`config.mk`:
```
export PLATFORM = sky130hd
export DESIGN_NAME = life_engine_param
export DESIGN_NICKNAME = d
export VERILOG_FILES = /design/src/rtl/life_pkg.sv /design/src/rtl/life_row_eval.sv /design/src/rtl/life_engine_param.sv
export SDC_FILE = /design/constraint.sdc
export NUM_CORES = 1
export LEC_CHECK = 0
export ABC_AREA = 1
export BUFFER_PORTS_ARGS = -buffer_cell sky130_fd_sc_hd__buf_2
export CAP_MARGIN = 30
export CORE_MARGIN = 2
export CORE_UTILIZATION = 40
export DETAILED_ROUTE_END_ITERATION = 8
export PLACE_DENSITY_LB_ADDON = 0.12
export SYNTH_ARGS = -nofsm -noshare
export SYNTH_HDL_FRONTEND = slang
export SYNTH_SLANG_ARGS = --single-unit
```
`constraint.sdc`:
```
create_clock -name clka -period 10.2 [get_ports clka]
set_input_delay 0.51 -clock clka [delete_from_list [all_inputs] [get_ports clka]]
set_output_delay 0.51 -clock clka [all_outputs]
set_load 0.1 [all_outputs]
```
`src/rtl/life_pkg.sv`:
```
// Shared encodings for the Game-of-Life engine: external mode inputs,
// internal sequencer states and the survive/birth thresholds.
package life_pkg;

  // Mode encodings driven by the button/mode controller
  typedef enum logic [1:0] {
    MODE_IDLE    = 2'b00,
    MODE_PROGRAM = 2'b01,
    MODE_RUN     = 2'b10,
    MODE_PAUSE   = 2'b11
  } mode_e;

  // Sequencer states; S_CALC and S_COMMIT exist only inside RUN
  typedef enum logic [2:0] {
    S_IDLE,
    S_PROG,
    S_READY,
    S_CALC,
    S_COMMIT
  } fsm_e;

  // Live cell survives with S_MIN..S_MAX neighbours; dead cell is born with B
  localparam int unsigned S_MIN = 2;
  localparam int unsigned S_MAX = 3;
  localparam int unsigned B     = 3;

endpackage

```
`src/rtl/life_row_eval.sv`:
```
// Combinational next-state evaluation of one grid row from the row above,
// the row itself and the row below. Column edges are either dead or wrapped.
module life_row_eval
  import life_pkg::*;
#(
  parameter int COLS = 7,
  parameter bit WRAP = 1'b0
) (
  input  logic [COLS-1:0] above,
  input  logic [COLS-1:0] cur,
  input  logic [COLS-1:0] below,
  output logic [COLS-1:0] next_row
);

  for (genvar gi = 0; gi < COLS; gi++) begin : g_col
    // Column neighbour indices; the edge columns either wrap or see dead cells
    localparam int  LI    = (gi == 0) ? COLS - 1 : gi - 1;
    localparam int  RI    = (gi == COLS - 1) ? 0 : gi + 1;
    localparam bit  HAS_L = (gi != 0) || WRAP;
    localparam bit  HAS_R = (gi != COLS - 1) || WRAP;

    logic       l_a, l_c, l_b, r_a, r_c, r_b;
    logic [3:0] cnt;

    assign l_a = HAS_L ? above[LI] : 1'b0;
    assign l_c = HAS_L ? cur[LI]   : 1'b0;
    assign l_b = HAS_L ? below[LI] : 1'b0;
    assign r_a = HAS_R ? above[RI] : 1'b0;
    assign r_c = HAS_R ? cur[RI]   : 1'b0;
    assign r_b = HAS_R ? below[RI] : 1'b0;

    // Eight-neighbour population, 0..8
    assign cnt = {3'b000, l_a} + {3'b000, above[gi]} + {3'b000, r_a}
               + {3'b000, l_c}                       + {3'b000, r_c}
               + {3'b000, l_b} + {3'b000, below[gi]} + {3'b000, r_b};

    assign next_row[gi] = cur[gi] ? ((cnt >= 4'(S_MIN)) && (cnt <= 4'(S_MAX)))
                                  : (cnt == 4'(B));
  end

endmodule

```
`src/rtl/life_engine_param.sv`:
```
// Parametrised Game-of-Life engine: serial programming from two buttons,
// row-sequential generation sweep into a shadow buffer, single-cycle commit.
module life_engine_param
  import life_pkg::*;
#(
  parameter int ROWS  = 7,
  parameter int COLS  = 7,
  parameter int WRAP  = 0,
  parameter int GEN_W = 16
) (
  input  logic                         clka,
  input  logic                         stop,
  input  logic [1:0]                   state,
  input  logic                         btn0,
  input  logic                         btn1,
  input  logic                         step,
  input  logic                         auto_run,
  output logic [ROWS*COLS-1:0]         grid,
  output logic [$clog2(ROWS*COLS)-1:0] prog_idx,
  output logic                         busy,
  output logic                         gen_done,
  output logic [GEN_W-1:0]             gen_count,
  output logic                         stable,
  output logic                         extinct
);

  localparam int N  = ROWS * COLS;
  localparam int IW = $clog2(N);
  localparam int RW = $clog2(ROWS);

  mode_e             mode;
  fsm_e              fsm_q, fsm_d;
  logic [RW-1:0]     row_q, row_d;
  logic [N-1:0]      grid_q, grid_d;
  logic [N-1:0]      next_q, next_d;
  logic [IW-1:0]     prog_idx_q, prog_idx_d;
  logic [GEN_W-1:0]  gen_count_q, gen_count_d;
  logic              stable_q, stable_d;
  logic              extinct_q, extinct_d;
  logic [COLS-1:0]   row_above, row_cur, row_below, row_new;

  assign mode = mode_e'(state);

  // Select the current row and its vertical neighbours out of the frozen grid
  always_comb begin
    row_cur   = grid_q[int'(row_q)*COLS +: COLS];
    row_above = '0;
    row_below = '0;
    if (row_q != '0)
      row_above = grid_q[(int'(row_q)-1)*COLS +: COLS];
    else if (WRAP != 0)
      row_above = grid_q[(ROWS-1)*COLS +: COLS];
    if (int'(row_q) != ROWS - 1)
      row_below = grid_q[(int'(row_q)+1)*COLS +: COLS];
    else if (WRAP != 0)
      row_below = grid_q[0 +: COLS];
  end

  life_row_eval #(
    .COLS (COLS),
    .WRAP (WRAP != 0)
  ) u_row_eval (
    .above    (row_above),
    .cur      (row_cur),
    .below    (row_below),
    .next_row (row_new)
  );

  // Mode-driven sequencing, programming writes, sweep and commit
  always_comb begin
    fsm_d       = fsm_q;
    row_d       = row_q;
    grid_d      = grid_q;
    next_d      = next_q;
    prog_idx_d  = prog_idx_q;
    gen_count_d = gen_count_q;
    stable_d    = stable_q;
    extinct_d   = extinct_q;

    case (mode)
      MODE_IDLE: begin
        fsm_d       = S_IDLE;
        row_d       = '0;
        grid_d      = '0;
        next_d      = '0;
        prog_idx_d  = '0;
        gen_count_d = '0;
        stable_d    = 1'b0;
        extinct_d   = 1'b0;
      end
      MODE_PROGRAM: begin
        fsm_d = S_PROG;
        if (fsm_q != S_PROG) begin
          // Entry aborts any sweep and restarts the statistics
          row_d       = '0;
          next_d      = '0;
          gen_count_d = '0;
          stable_d    = 1'b0;
          extinct_d   = 1'b0;
        end
        if (btn0 ^ btn1) begin
          grid_d[prog_idx_q] = btn1;
          prog_idx_d = (prog_idx_q == IW'(N - 1)) ? '0 : prog_idx_q + 1'b1;
        end
      end
      MODE_RUN: begin
        case (fsm_q)
          S_READY: begin
            if (step || auto_run) begin
              fsm_d = S_CALC;
              row_d = '0;
            end
          end
          S_CALC: begin
            next_d[int'(row_q)*COLS +: COLS] = row_new;
            if (int'(row_q) == ROWS - 1) begin
              fsm_d = S_COMMIT;
              row_d = '0;
            end else begin
              row_d = row_q + 1'b1;
            end
          end
          S_COMMIT: begin
            grid_d      = next_q;
            stable_d    = (next_q == grid_q);
            extinct_d   = (next_q == '0);
            gen_count_d = (gen_count_q == '1) ? gen_count_q : gen_count_q + 1'b1;
            fsm_d       = S_READY;
          end
          default: fsm_d = S_READY;
        endcase
      end
      default: begin
        // PAUSE: everything holds
      end
    endcase
  end

  // State registers, falling-edge clocked with asynchronous clear
  always_ff @(negedge clka or posedge stop) begin
    if (stop) begin
      fsm_q       <= S_IDLE;
      row_q       <= '0;
      grid_q      <= '0;
      next_q      <= '0;
      prog_idx_q  <= '0;
      gen_count_q <= '0;
      stable_q    <= 1'b0;
      extinct_q   <= 1'b0;
    end else begin
      fsm_q       <= fsm_d;
      row_q       <= row_d;
      grid_q      <= grid_d;
      next_q      <= next_d;
      prog_idx_q  <= prog_idx_d;
      gen_count_q <= gen_count_d;
      stable_q    <= stable_d;
      extinct_q   <= extinct_d;
    end
  end

  assign grid      = grid_q;
  assign prog_idx  = prog_idx_q;
  assign busy      = (fsm_q == S_CALC) || (fsm_q == S_COMMIT);
  assign gen_done  = (fsm_q == S_COMMIT) && (mode == MODE_RUN);
  assign gen_count = gen_count_q;
  assign stable    = stable_q;
  assign extinct   = extinct_q;

endmodule

```
==> metrics <==
RR Startpoint=row_q[1]; Slowest cell on crit path=dfrtn_1; worst rel slew slack=29.8%; crit path kind=reg -> reg; RSZ-0062 raised after global routing=false; CTS clk-pin slew, worst paths=0.05 ns; crit path buf inv count=4; number of gates resized after cts=0; synth unique cells=between 60 and 70; final core utilization=45.3%; Slew @ Worst Pin=1.05 ns; core area=0.0289 sq mm; FMAX=115 MHz; leakage=5.80 nW; Worst Hold Path Cells=1; Min Clock Period, post-route=roughly 8.7 ns; root buffer cell=clkbuf_16; Synthesis Warnings=0; Via Count=~13k; initial core utilization=40.7%; H-tree Lvls=4; commonest cells after routing, fill and taps aside=399 x nand2_1, 214 x nand3_1, 212 x inv_1, 183 x o21ai_0, 128 x dfrtn_1; Layout area overhead=11.2%; Placement Cell Area=0.0125 sq mm; Port Buffers=82; crit-path max FO=69; Longest Clk Path Bufs=2; # DRC=0; die width=175 um; Crit path arrival time=approximately 14 ns; Critical Path RT=15.69 ns; first-pass GRT wire length=~80 mm; placed insts=2173; startpoint types=flop; power per cell area=104 mW/mm^2; grt ovf=0; post-route ant nets=0; CP max stage delay=0.73 ns; post-synthesis sequential area ratio=between 20% and 30%; total CTS buffers=17; worst skew pair latency=a little over 0.4 ns; most used flip-flop cell after synthesis=dfrtn_1; max_cap viols=0; VDD IR max=0.0799 mV; Die ar.=between 0.03 and 0.04 sq mm; setup TNS=0 ns; FFs w/ async S/R, synth=between 90% and 100%; nets=1885; commonest non-fill, non-tap cell in the layout=nand2_1; # setup viols final=0; Die Height=175 um; num rows=62; CTS tree=yes; RR Endpoint=next_q[33]; worst hold start=gen_count[11]; Worst Hold End=gen_count[11]; share of cells above drive strength 1=9.60%; flip-flop and latch count after synthesis=128; overall power=1.37 mW; post-synthesis instance area=roughly 0.012 sq mm; FF-to-FF setup slack=~1.5 ns; period utilization=85.4%; WP depth=32; worst clock skew=about 0.012 ns; vias in the first global route=12.5k; initial DRC count=2307; drt via density=a little over 6; initial antenna violation count=0; Post-DP HPWL=41.0 mm; fin area=0.0131 sq mm; drt total wl=roughly 54 mm; fin cells=~2.2k; diode count=0; Placer Congestion=1.02; Total GRT Usage=between 30% and 40%; most frequent CP cell=nand2_1; Crit. End Element=flop; gate count of the mapped netlist=about 1.8k; final number of hold-violating endpoints=0; average cell area after synthesis=6.65 sq um; R2R depth=32; Worst Hold Class=reg -> reg; largest net degree at the start of global routing=100; EDFF count, synth=0; post-CTS setup buffers=0; outcome=completed; io pins=83; TritonRoute pass-1 iters=6; Synthesized Nets=1842; clock sink total=128; WL/cell=roughly 24 um; Top Family by Delay on Critical Path=adder cells; # fillers=3114; # hold bufs at CTS=0; fin. max-slew vios=0
[metal layers]
metal  global-route usage (%)  wire [um]
met5                        0          0
met4                     13.3       2270
met2                     51.5      22700
met1                     50.5      22800
met3                     5.69       5810
[Yosys cell counts, types with 3 or more instances]
master / n / area share [%]
nor4_1: 13 / 0.69
clkbuf_1: 54 / 1.7
buf_4: 6 / 0.38
o32ai_1: 10 / 0.74
inv_1: 213 / 6.8
buf_6: 3 / 0.29
or2_2: 3 / 0.16
nand2_1: 399 / 13
xor2_1: 8 / 0.60
o2111ai_1: 3 / 0.22
xnor2_1: 16 / 1.2
o21ai_0: 183 / 7.8
inv_2: 9 / 0.29
nand3_1: 214 / 9.1
nor2_1: 104 / 3.3
a21oi_1: 88 / 3.7
buf_1: 11 / 0.35
nor3_1: 27 / 1.1
a221oi_1: 10 / 0.74
a22oi_1: 20 / 1.3
fa_1: 27 / 4.6
dfrtn_1: 128 / 27
ha_1: 40 / 4.3
clkinv_1: 6 / 0.19
o22ai_1: 59 / 3.1
nand2_2: 4 / 0.21
buf_2: 8 / 0.34
a31oi_1: 11 / 0.59
o21ai_1: 8 / 0.34
a211oi_1: 5 / 0.32
o211ai_1: 11 / 0.70
o21a_1: 3 / 0.19
nor2_4: 3 / 0.29
nand4_1: 23 / 1.2
a21oi_2: 3 / 0.22
[area by class of cell]
cell class / instances / area, sq um / area share [%]
multi-input cells: 1329 / 7360 / 56.3
flip-flops and latches: 128 / 3200 / 24.5
inverters: 228 / 861 / 6.58
repair buffers: 106 / 611 / 4.67
well taps: 384 / 480 / 3.67
clock buffers: 19 / 453 / 3.46
clock inverters: 12 / 110 / 0.842
[stage by stage]
step	setup WS, ns	hold WS [ns]
floorplan	1.33	0.435
global placement	1.76	0.449
detailed placement	1.57	0.449
CTS	1.57	0.446
global route	0.797	0.481
finish	1.49	0.439
[worst max path at each step]
| stage | from | to | slack, ns |
|---|---|---|---|
| 2_1_floorplan | stop | extinct | 1.33 |
| 3_3_place_gp | row_q[1] | next_q[47] | 1.76 |
| 3_5_place_dp | row_q[1] | next_q[47] | 1.57 |
| 4_1_cts | row_q[1] | next_q[47] | 1.57 |
| 5_1_grt | row_q[1] | next_q[33] | 0.80 |
| 6_report | row_q[1] | next_q[33] | 1.49 |
[flip-flops by register name, indices dropped and copies added, names as in the netlist]
register,cells
stable,1
fsm_q,3
prog_idx,6
extinct,1
row_q,3
gen_count,16
next_q,49
grid,49
[cells by family after synthesis]
kind of cell | synth area share, %
xor gates and xnor gates | 1.93
and+or+nand+nor | 29.8
buffers and inverters | 10.4
AOI/OAI and AO/OA | 21.8
adders and majority gates | 8.85
DFF | 27.2
[report_power, final]
part           switching, mW  total, mW  internal (mW)
combinational          0.189      0.237         0.0476
clock                  0.254      0.601          0.347
sequential            0.0108      0.528          0.517
total                  0.454       1.37          0.912
[worst reg2reg max path, delay by kind of cell (launching register included)]
family | cells | cell delay (ns)
adder cells (fa/ha/maj) | 9 | 3.66
AO/OA/AOI/OAI | 6 | 1.63
XOR/XNOR | 2 | 0.28
AND/OR/NAND/NOR | 11 | 1.61
buffers and inverters | 4 | 0.81
flip-flops | 1 | 0.73
Note: power is estimated with default switching activity, not from simulation.
